**src/rtl/max_min_4_sort_ctrl.sv**
```systemverilog
// rtl/max_min_4_sort_ctrl.sv - iterative 4-element bitonic sorter sharing two compare-exchange units
module max_min_4_sort_ctrl #(
   parameter int width = 8,
   parameter int CNT_W = 16
) (
   input  logic             clk,
   input  logic             rst,
   input  logic             in_valid,
   output logic             in_ready,
   input  logic [width-1:0] in_data [0:3],
   input  logic             in_dir,
   output logic             out_valid,
   input  logic             out_ready,
   output logic [width-1:0] out_data [0:3],
   output logic             busy,
   output logic [CNT_W-1:0] blk_cnt
);

   typedef enum logic [2:0] {
      IDLE  = 3'd0,
      STEP1 = 3'd1,
      STEP2 = 3'd2,
      STEP3 = 3'd3,
      DONE  = 3'd4
   } state_t;

   state_t           state_q, state_d;
   logic [width-1:0] w_q [0:3];
   logic [width-1:0] w_d [0:3];
   logic             dir_q, dir_d;
   logic [CNT_W-1:0] cnt_q, cnt_d;
   logic             acc;

   // Compare-exchange: returns {first, second}; first gets the larger value when first_max is set.
   // Equal operands come back unchanged, so ties never swap.
   function automatic logic [2*width-1:0] cx(input logic [width-1:0] a,
                                            input logic [width-1:0] b,
                                            input logic             first_max);
      logic [width-1:0] hi;
      logic [width-1:0] lo;
      hi = (a >= b) ? a : b;
      lo = (a >= b) ? b : a;
      return first_max ? {hi, lo} : {lo, hi};
   endfunction

   // Handshake and status outputs; reset forces both handshakes low.
   always_comb begin
      in_ready  = rst && ((state_q == IDLE) || ((state_q == DONE) && out_ready));
      out_valid = rst && (state_q == DONE);
      busy      = (state_q == STEP1) || (state_q == STEP2) || (state_q == STEP3);
      acc       = in_valid && in_ready;
   end

   assign out_data = w_q;
   assign blk_cnt  = cnt_q;

   // Next-state: one network step per clock; a new block may be loaded from IDLE or on the DONE handoff.
   always_comb begin
      state_d = state_q;
      w_d     = w_q;
      dir_d   = dir_q;
      cnt_d   = cnt_q;
      case (state_q)
         IDLE: ;
         STEP1: begin
            // First half sorted toward dir, second half against it, forming a bitonic sequence.
            {w_d[0], w_d[1]} = cx(w_q[0], w_q[1], !dir_q);
            {w_d[2], w_d[3]} = cx(w_q[2], w_q[3],  dir_q);
            state_d = STEP2;
         end
         STEP2: begin
            {w_d[0], w_d[2]} = cx(w_q[0], w_q[2], !dir_q);
            {w_d[1], w_d[3]} = cx(w_q[1], w_q[3], !dir_q);
            state_d = STEP3;
         end
         STEP3: begin
            {w_d[0], w_d[1]} = cx(w_q[0], w_q[1], !dir_q);
            {w_d[2], w_d[3]} = cx(w_q[2], w_q[3], !dir_q);
            state_d = DONE;
         end
         DONE: begin
            if (out_ready) begin
               cnt_d   = cnt_q + 1'b1;
               state_d = IDLE;
            end
         end
         default: state_d = IDLE;
      endcase
      if (acc) begin
         w_d     = in_data;
         dir_d   = in_dir;
         state_d = STEP1;
      end
   end

   // State, work registers, direction and block counter; async reset discards any in-flight block.
   always_ff @(posedge clk or negedge rst) begin
      if (!rst) begin
         state_q <= IDLE;
         for (int i = 0; i < 4; i++) w_q[i] <= '0;
         dir_q   <= 1'b0;
         cnt_q   <= '0;
      end else begin
         state_q <= state_d;
         w_q     <= w_d;
         dir_q   <= dir_d;
         cnt_q   <= cnt_d;
      end
   end

endmodule

```
**config.mk**
```make
export PLATFORM = sky130hd
export DESIGN_NAME = max_min_4_sort_ctrl
export DESIGN_NICKNAME = d
export VERILOG_FILES = /design/src/rtl/max_min_4_sort_ctrl.sv
export SDC_FILE = /design/constraint.sdc
export NUM_CORES = 1
export LEC_CHECK = 0
export ABC_AREA = 1
export CAP_MARGIN = 30
export CORE_ASPECT_RATIO = 0.8
export CORE_MARGIN = 2
export CORE_UTILIZATION = 35
export DETAILED_ROUTE_END_ITERATION = 10
export PLACE_DENSITY_LB_ADDON = 0.12
export SLEW_MARGIN = 0
export SYNTH_ARGS = -nofsm -noshare
export SYNTH_HDL_FRONTEND = slang
export SYNTH_SLANG_ARGS = --single-unit
```
**constraint.sdc**
```tcl
create_clock -name clk -period 2.4 [get_ports clk]
set_input_delay 0.48 -clock clk [delete_from_list [all_inputs] [get_ports clk]]
set_output_delay 0.48 -clock clk [all_outputs]
set_load 0.005 [all_outputs]
```
==> summary.md, run 1 <==
| Metric | Value |
|---|---|
| Reg-to-reg slack, setup | around 0.13 ns |
| Status | completed |
| Clock Path Buffers | 2 |
| Final TNS setup | 0 ns |
| Fillers | between 1.5k and 2k |
| Area of the core | roughly 15000 um^2 |
| Global-route wire length before repair | between 20 and 30 mm |
| Initial cell density of the core | 0.360 |
| Vias/cell | a little over 5 |
| CTS tree | done |
| DRC | 0 |
| Worst-skew pair later-pin latency | roughly 0.3 ns |
| Clock sinks | 52 |
| # setup viols final | 0 |
| RD Place Congestion | 0.823 |
| DR iter-0 viols | ~480 |
| Die Area | ~17000 um^2 |
| Initial antenna violation count | 0 |
| Critical Path AT | 2.46 ns |
| Crit-path leading delay family | simple AND/OR/NAND/NOR gates |
| Number of buffers created by CTS | 5 |
| Routed len/inst | 15.5 um |
| Root Buffer | clkbuf_16 |
| CP dominant cell by count | nand2_1 |
| Final core utilization | 0.457 |
| Fin. Hold Viols | 0 |
| Yosys warning count | 0 |
| Final period util | 0.947 |
| GR Util All Layers | 0.228 |
| Worst-path clk slew | ~0.090 ns |
| Largest stage delay on the critical path | 0.50 ns |
| Worst Hold Class | input pin to async pin |
| Max cap viols | 0 |
| Worst path cell trace | ha_1, nand2_1, nor2_1, nor2_1, nand2_1, nand2_2, buf_4, nand3_1, nand3_1, nand3_1, nand2_1, o21ai_1, nand2_1 |
| P&R area growth vs syn | 27.0% |
| Height of the die | roughly 120 um |
| Number of distinct library cells after synthesis | 35 |
| ANT cells | 0 |
| Port buffer count | 87 |
| First-pass DRT Iterations | 5 |
| Io pins | 88 |
| Vias in the first global route | 5526 |
| Layout cells sized above 1 | 0.102 |
| Final HPWL DP | ~13 mm |
| Seq cells post-synth | 52 |
| CP Data Required Time | roughly 2.6 ns |
| Slew Limit Fails | 0 |
| Row count | 40 |
| CP Class | register to register |
| H-tree Lvls | 2 |
| Crit path max fanout | 16 |
| Largest net degree at the start of global routing | 57 |
| CP Capture Type | register |
| Worst Tran Pin Value | roughly 0.78 ns |
| Commonest non-fill, non-tap cell in the layout | nand3_1 |
| Fmax | roughly 440 MHz |
| Sequential fraction of the synthesis area | 0.240 |
| Layout Skew | between 0.01 and 0.015 ns |
| Max-Slew Margin vs Limit | 0.480 |
| Synth Area per Inst | ~6.3 um^2 |
| Setup Buffers After CTS | 0 |
| Cell area after synthesis | roughly 5400 um^2 |
| RSZ-0062 raised after global routing | false |
| Total Wirelength | roughly 18 mm |
| Bufs and invs on worst path | 1 |
| Most frequent cells in the layout | nand3_1 (263), nand2_1 (226), inv_1 (93) |
| Net count, final | 1034 |
| Post-route minimum period | roughly 2.3 ns |
| Total number of vias | 6083 |
| Total grt overflow | 0 |
| Mapped Cells | between 800 and 900 |
| Mapped Nets | ~930 |
| Final ANT Viol Nets | 0 |
| # hold bufs at CTS | 0 |
| Crit-path slowest cell | dfrtp_1 |
| Die W | 143 um |
| Worst Setup Start Kind | register |
## final timing paths
check	from	to	cells past startpoint
max	out_data[19]	out_data[1]	13
min	rst	out_data[25]	2
max reg2reg	out_data[19]	out_data[1]	13
min reg2reg	blk_cnt[15]	blk_cnt[15]	1
max in group asynchronous	rst	out_data[13]	2
min in group clk	blk_cnt[15]	blk_cnt[15]	1
## through the flow
stage                     hold slack, ns  setup slack, ns  area, um^2  std cells
after global placement             0.463            0.154        6710       1167
final                              0.410            0.126        6890       1175
after detailed placement           0.463            0.144        6710       1167
after floorplan                    0.184            0.404        5420        863
after CTS                          0.457            0.144        6860       1175
after global routing               0.485          0.00638        6890       1175
## layer usage
layer	part of all wire	vias to the layer above	GRT usage
li1	-	3077	-
met1	0.49	2779	0.343
met2	0.43	207	0.346
met3	0.060	20	0.0300
met4	0.014	0	0.0515
met5	0	-	0
## flip-flops by register name (all words and copies together), names as in the netlist
signal,cells
dir_q,1
state_q,3
out_data,32
blk_cnt,16
## kinds of logic after synthesis
family          share of synthesized area
compound gates                     0.0720
xor+xnor                           0.0242
fa+ha+maj                          0.0762
buf+inv                             0.113
flops                               0.240
simple gates                        0.475
## area by class of cell
type | count | area [um^2] | area share
inverter | 101 | 383 | 0.0556
sequential | 52 | 1310 | 0.191
clock buffer | 5 | 125 | 0.0182
tap | 210 | 263 | 0.0381
clock inverter | 3 | 23.8 | 0.00345
multi-input combinational | 671 | 3530 | 0.513
timing repair buffer | 133 | 1250 | 0.181
## synth_stat cells, drive strengths merged
library cell  count  share of area
a21o              3         0.0042
a21oi            10         0.0092
a31oi             1         0.0012
buf              38          0.041
clkbuf            1        0.00069
clkinv            1        0.00092
dfrtp            52           0.24
ha               33          0.076
inv             100          0.070
nand2           238           0.17
nand3           264           0.25
nand4             5         0.0069
nor2             39          0.039
nor3              7          0.010
o211ai           10          0.014
o21a              1         0.0014
o21ai            45          0.042
xnor2             7          0.011
xor2              8          0.013
## timing repair
item,in CTS,in global routing
resized for setup,0,11
hold endpoints to repair,0,0
endpoints found under the setup margin,0,27
Power of run 1 is not shown: default switching activity piles up to over one toggle a cycle in this logic, so the estimate is an artifact.
==> inputs of run 2 (changes only) <==
Settings changed: ABC_CLOCK_PERIOD_IN_PS from default to 2400.
==> results of run 2 <==
No change in the layout: final DEF, timing and power equal those of run 1.
Power of run 2 is left out for the same reason.
